$ cat src/rtl/rs_pkg.sv
// GF(2^m) helpers shared by the Reed-Solomon syndrome blocks.
// Used at elaboration time only, to derive constant multiplier networks.
package rs_pkg;

    localparam int unsigned RS_SYMBOL_WIDTH = 8;
    localparam logic [8:0]  RS_PRIM_POLY    = 9'h11D;
    localparam int unsigned GF_MAX_W        = 16;

    typedef logic [GF_MAX_W-1:0] gf_elem_t;
    typedef logic [GF_MAX_W:0]   gf_poly_t;

    function automatic gf_elem_t gf_mul(input gf_elem_t a, input gf_elem_t b,
                                        input gf_poly_t poly, input int unsigned m);
        gf_poly_t x;
        gf_poly_t p;
        x = {1'b0, a};
        p = '0;
        for (int unsigned i = 0; i < m; i++) begin
            if (b[i]) p ^= x;
            x = x << 1;
            if (x[m]) x ^= poly;
        end
        return p[GF_MAX_W-1:0];
    endfunction

    function automatic gf_elem_t gf_alpha_pow(input int unsigned e, input gf_poly_t poly,
                                              input int unsigned m);
        gf_elem_t r;
        r = gf_elem_t'(1);
        for (int unsigned i = 0; i < e; i++)
            r = gf_mul(r, gf_elem_t'(2), poly, m);
        return r;
    endfunction

endpackage

$ cat src/rtl/rs_gf_cmul.sv
// Multiply a GF(2^m) symbol by the constant alpha^EXP.
// Each input bit selects a precomputed column, so the result is a pure XOR network.
module rs_gf_cmul
    import rs_pkg::*;
#(
    parameter int unsigned            SYMBOL_WIDTH = RS_SYMBOL_WIDTH,
    parameter logic [SYMBOL_WIDTH:0]  PRIM_POLY    = RS_PRIM_POLY,
    parameter int unsigned            EXP          = 1
) (
    input  logic [SYMBOL_WIDTH-1:0] in_sym,
    output logic [SYMBOL_WIDTH-1:0] out_sym
);

    localparam gf_elem_t K = gf_alpha_pow(EXP, gf_poly_t'(PRIM_POLY), SYMBOL_WIDTH);

    logic [SYMBOL_WIDTH-1:0] terms [SYMBOL_WIDTH];

    for (genvar i = 0; i < SYMBOL_WIDTH; i++) begin : g_col
        localparam logic [SYMBOL_WIDTH-1:0] COL =
            SYMBOL_WIDTH'(gf_mul(K, gf_elem_t'(1) << i, gf_poly_t'(PRIM_POLY), SYMBOL_WIDTH));
        assign terms[i] = in_sym[i] ? COL : '0;
    end

    always_comb begin
        out_sym = '0;
        for (int unsigned i = 0; i < SYMBOL_WIDTH; i++)
            out_sym ^= terms[i];
    end

endmodule

$ cat src/rtl/rs_syndrome_seq.sv
// Streaming RS syndrome calculator: Horner evaluation at NSYN consecutive roots.
// Optional SOP framing with abort reporting when RS_SYN_FRAMING_EN is defined.
module rs_syndrome_seq
    import rs_pkg::*;
#(
    parameter int unsigned            SYMBOL_WIDTH = RS_SYMBOL_WIDTH,
    parameter int unsigned            N            = 18,
    parameter int unsigned            NSYN         = 2,
    parameter int unsigned            FCR          = 1,
    parameter logic [SYMBOL_WIDTH:0]  PRIM_POLY    = RS_PRIM_POLY
) (
    input  logic                         clk,
    input  logic                         rst_n,
    input  logic                         in_valid,
    output logic                         in_ready,
    input  logic [SYMBOL_WIDTH-1:0]      in_data,
`ifdef RS_SYN_FRAMING_EN
    input  logic                         in_sop,
    output logic                         frame_err,
`endif
    output logic                         syn_valid,
    input  logic                         syn_ready,
    output logic [NSYN*SYMBOL_WIDTH-1:0] syn_out,
    output logic                         syn_zero
);

    localparam int unsigned CW = $clog2(N);

    logic [CW-1:0]           cnt, cnt_d;
    logic [SYMBOL_WIDTH-1:0] acc     [NSYN];
    logic [SYMBOL_WIDTH-1:0] acc_mul [NSYN];
    logic [SYMBOL_WIDTH-1:0] acc_d   [NSYN];
    logic [NSYN*SYMBOL_WIDTH-1:0] syn_d;
    logic all_zero, cnt_zero, cnt_last, xfer, first, accept, complete;

    for (genvar j = 0; j < NSYN; j++) begin : g_syn
        rs_gf_cmul #(
            .SYMBOL_WIDTH (SYMBOL_WIDTH),
            .PRIM_POLY    (PRIM_POLY),
            .EXP          (FCR + j)
        ) u_cmul (
            .in_sym  (acc[j]),
            .out_sym (acc_mul[j])
        );
    end

    assign cnt_zero = (cnt == '0);
    assign cnt_last = (cnt == CW'(N - 1));
    assign in_ready = !(cnt_last && syn_valid && !syn_ready);
    assign xfer     = in_valid && in_ready;

`ifdef RS_SYN_FRAMING_EN
    // SOP restarts the codeword; a non-SOP symbol with no codeword open is dropped.
    assign first    = in_sop;
    assign accept   = xfer && (in_sop || !cnt_zero);
    assign complete = xfer && !in_sop && cnt_last;

    always_ff @(posedge clk or negedge rst_n) begin
        if (!rst_n) frame_err <= 1'b0;
        else        frame_err <= xfer && ((in_sop && !cnt_zero) || (!in_sop && cnt_zero));
    end
`else
    assign first    = cnt_zero;
    assign accept   = xfer;
    assign complete = xfer && cnt_last;
`endif

    always_comb begin
        cnt_d = cnt;
        if (accept)
            cnt_d = first ? CW'(1) : (cnt_last ? '0 : cnt + 1'b1);
    end

    always_comb begin
        syn_d    = '0;
        all_zero = 1'b1;
        for (int unsigned j = 0; j < NSYN; j++) begin
            acc_d[j] = (first ? '0 : acc_mul[j]) ^ in_data;
            syn_d[(NSYN-j)*SYMBOL_WIDTH-1 -: SYMBOL_WIDTH] = acc_d[j];
            if (acc_d[j] != '0) all_zero = 1'b0;
        end
    end

    always_ff @(posedge clk or negedge rst_n) begin
        if (!rst_n) begin
            cnt <= '0;
            for (int unsigned j = 0; j < NSYN; j++) acc[j] <= '0;
        end else if (accept) begin
            cnt <= cnt_d;
            for (int unsigned j = 0; j < NSYN; j++) acc[j] <= acc_d[j];
        end
    end

    // New result may replace a consumed one in the same cycle.
    always_ff @(posedge clk or negedge rst_n) begin
        if (!rst_n) begin
            syn_valid <= 1'b0;
            syn_out   <= '0;
            syn_zero  <= 1'b0;
        end else if (complete) begin
            syn_valid <= 1'b1;
            syn_out   <= syn_d;
            syn_zero  <= all_zero;
        end else if (syn_ready) begin
            syn_valid <= 1'b0;
        end
    end

endmodule

$ cat config.mk
export PLATFORM = sky130hd
export DESIGN_NAME = rs_syndrome_seq
export DESIGN_NICKNAME = d
export VERILOG_FILES = /design/src/rtl/rs_pkg.sv /design/src/rtl/rs_gf_cmul.sv /design/src/rtl/rs_syndrome_seq.sv
export SDC_FILE = /design/constraint.sdc
export NUM_CORES = 1
export LEC_CHECK = 0
export CORE_MARGIN = 10
export CORE_UTILIZATION = 53
export DETAILED_ROUTE_END_ITERATION = 10
export PLACE_DENSITY = 0.9
export SLEW_MARGIN = 20
export SYNTH_ARGS = -nofsm -noshare
export SYNTH_HDL_FRONTEND = slang
export SYNTH_HIERARCHICAL = 1
export SYNTH_SLANG_ARGS = --single-unit
export TNS_END_PERCENT = 10
$ cat constraint.sdc
create_clock -name clk -period 2.3 [get_ports clk]
set_input_delay 0.345 -clock clk [delete_from_list [all_inputs] [get_ports clk]]
set_output_delay 0.345 -clock clk [all_outputs]
set_load 0.005 [all_outputs]
==> summary.md <==
| Metric | Value |
|---|---|
| Rows | `23` |
| Final GP Congestion | `0.834` |
| CTS buffer count | `5` |
| CTS Root Cell | `clkbuf_8` |
| Rel. slew slack | `43.6%` |
| Commonest non-fill, non-tap cell in the layout | `nand2_1` |
| Fmax | `0.459 GHz` |
| Net Sw Power | `0.00146 W` |
| First-pass GRT wire length | `8500 um` |
| Final WL | `4780 um` |
| Post-DRT Antenna Nets | `0` |
| Sequential area share after synthesis | `43.8%` |
| 1st-pass router iterations | `4` |
| Die area | `0.00720 mm2` |
| Max Slew Vio Count | `0` |
| Port Buf Inserts | `30` |
| Met3 wire length | `220 um` |
| Number of max-cap violations | `0` |
| I/O pins | `31` |
| Metal-1 WL | `2140 um` |
| Lkg Pwr | `1.15 nW` |
| Netlist cell types | `38` |
| TritonCTS clock tree | `done` |
| Pwr Density | `1380 mW/mm2` |
| Setup Total Neg Slack | `0 ns` |
| Worst-Skew Late Latency | `0.29 ns` |
| Uppermost layer routed | `met4` |
| Worst Path Class, Setup | `reg2out` |
| Synth warn | `6` |
| Sink Count | `39` |
| Hold_ws | `0.154 ns` |
| Comb pwr share | `48.2%` |
| Number of flops mapped to enable cells by yosys | `0` |
| Synth-to-layout area growth | `18.2%` |
| Area leader, netlist | `dfrtp_1` |
| Starting Density | `55.3%` |
| Grt ovf | `0` |
| Clock Power Share | `16.3%` |
| Number of global-route vias before repair | `1832` |
| # DRC | `0` |
| Maximum clock insertion buffer count | `2` |
| Routed WL per cell | `15.0 um` |
| Post-DP HPWL | `3490 um` |
| # setup viols final | `0` |
| Skew final | `0.00809 ns` |
| Finished Layout Cells | `319` |
| Worst slew pin tran | `0.845 ns` |
| Status | `finished clean` |
| Startpoint Class | `register` |
| Max IR drop VDD | `0.000678 V` |
| Final hold vios | `0` |
| Post-CTS Resized | `0` |
| Final Cycle Share | `94.8%` |
| Diode count | `0` |
| Vias | `1778` |
| Cell count after synthesis | `249` |
| Hold Path Class | `in2async` |
| Syn avg cell area | `8.95 um2` |
| Most frequent cells in the layout | `nand2_1, dfrtp_1, clkdlybuf4s50_1, xor2_1, o21ai_1` |
| DRT iter0 DRCs | `136` |
| Post-synth top area share | `43.8%` |
| Top_reg_cell synth | `dfrtp_1` |
| Crit path DAT | `1.83 ns` |
| Synth Register Bits | `39` |
| Drt via density | `5.57` |
| Setup Buffers After CTS | `0` |
| Hold Buf Count CTS | `0` |
| Net Count, Synth | `264` |
| Sw Ratio | `40.2%` |
| Async set-reset flop share out of synthesis | `100%` |
| Antenna violations before repair | `0` |
| Clk slew on worst S/H paths | `0.08 ns` |
| Die H | `84.9 um` |
| Depth of the CTS H-tree | `2` |
| Total track usage | `14.0%` |
| Synth area leaders | `dfrtp_1, nand2_1, xor2_1` |
| Met2 wire length | `2350 um` |
| RSZ-0062 raised after global routing | `false` |
| Largest net degree at the start of global routing | `43` |
| Minimum clock period | `2.18 ns` |
| CP Max Fanout | `5` |
| Share of layout cells above drive strength 1 | `7.81%` |
| Die span in x | `84.9 um` |
| Placed Cells | `311` |
| Mapped cell area | `0.00223 mm2` |
| Nets | `283` |
| Cell Int Power | `0.00218 W` |
| CP required | `1.96 ns` |
| Kind of end point of the critical path | `primary output` |
| Fill cell count | `329` |
| Sequential power share | `35.5%` |
| Core area | `0.00403 mm2` |
## critical path, cell delays in order (launching register included)
cell and delay (ns):
dfrtp_1 0.41, inv_1 0.08, ha_1 0.20, and4bb_2 0.26, nand3b_1 0.09, clkdlybuf4s50_1 0.50
## Yosys cell counts, types with 2 or more instances
cell type,count
inv_1,3
dfrtp_1,39
nor2_1,14
xor3_1,2
nand4_1,2
nor3_1,7
nand3_1,2
nor4bb_1,3
buf_2,5
buf_4,9
nand2b_1,2
xnor2_1,5
nand2_1,54
clkbuf_1,9
xor2_1,20
or4_1,2
o32ai_1,3
o21ai_0,18
a31oi_1,4
o31ai_1,2
ha_1,3
and3_1,2
o21ai_1,20
a21oi_1,5
## cell families (layout without fill, tap and decap cells)
family,Yosys count,in the layout,share of synthesized area (%)
and+or+nand+nor,95,95,20.1
AOI/OAI and AO/OA,57,57,15.0
DFF,39,39,43.8
xor gates and xnor gates,28,28,12.7
buffers and inverters,27,47,6.68
adders and majority gates,3,3,1.68
## state kept, by name, indices dropped and copies added (netlist names)
name	flops
acc	16
cnt	5
syn_out	16
syn_valid	1
syn_zero	1
## final cells by class
cell class	instances	area (um2)	area share, %
clock buffers	6	82.6	3.13
clock inverters	2	35.0	1.33
inverters	3	11.3	0.427
multi-input cells	183	1120	42.3
flip-flops and latches	39	976	37.0
well taps	50	62.6	2.37
repair buffers	36	353	13.4
## worst paths after layout
kind	from	endpoint	slack, ns	depth (start not counted)
setup / recovery	cnt[1]	in_ready	0.12	5
hold / removal	rst_n	cnt[2]	0.15	1
setup reg to reg	acc[6]	syn_zero	0.23	5
hold reg to reg	syn_out[1]	syn_out[1]	0.48	2
max in group asynchronous	rst_n	syn_out[9]	1.61	1
min in group clk	syn_out[1]	syn_out[1]	0.48	2
## through the flow
step,worst slack [ns],power [W],utilization (%),cell area [um2]
2_1_floorplan,0.380,0.00255,-,2230
3_3_place_gp,0.272,0.00296,62.5,2520
3_5_place_dp,0.193,0.00305,62.5,2520
4_1_cts,0.104,0.00366,65.4,2640
5_1_grt,0.00200,0.00397,65.4,2640
6_report,0.121,0.00364,65.4,2640
## power by group through the flow
stage	clock network [W]	logic, W	registers (W)
after floorplan	0	0.00136	0.00119
after global placement	0	0.00168	0.00128
after detailed placement	0	0.00175	0.00131
after CTS	0.000596	0.00176	0.00130
after global routing	0.000634	0.00198	0.00135
final	0.000592	0.00175	0.00129
## routing by layer
| metal | global-route usage [%] | vias up |
|---|---|---|
| met2 | 23.0 | 36 |
| met4 | 6.14 | 0 |
| met1 | 17.0 | 855 |
| met5 | 0 | - |
| met3 | 3.35 | 7 |
| li1 | - | 880 |
No activity file was read; power rests on OpenSTA's default activity.
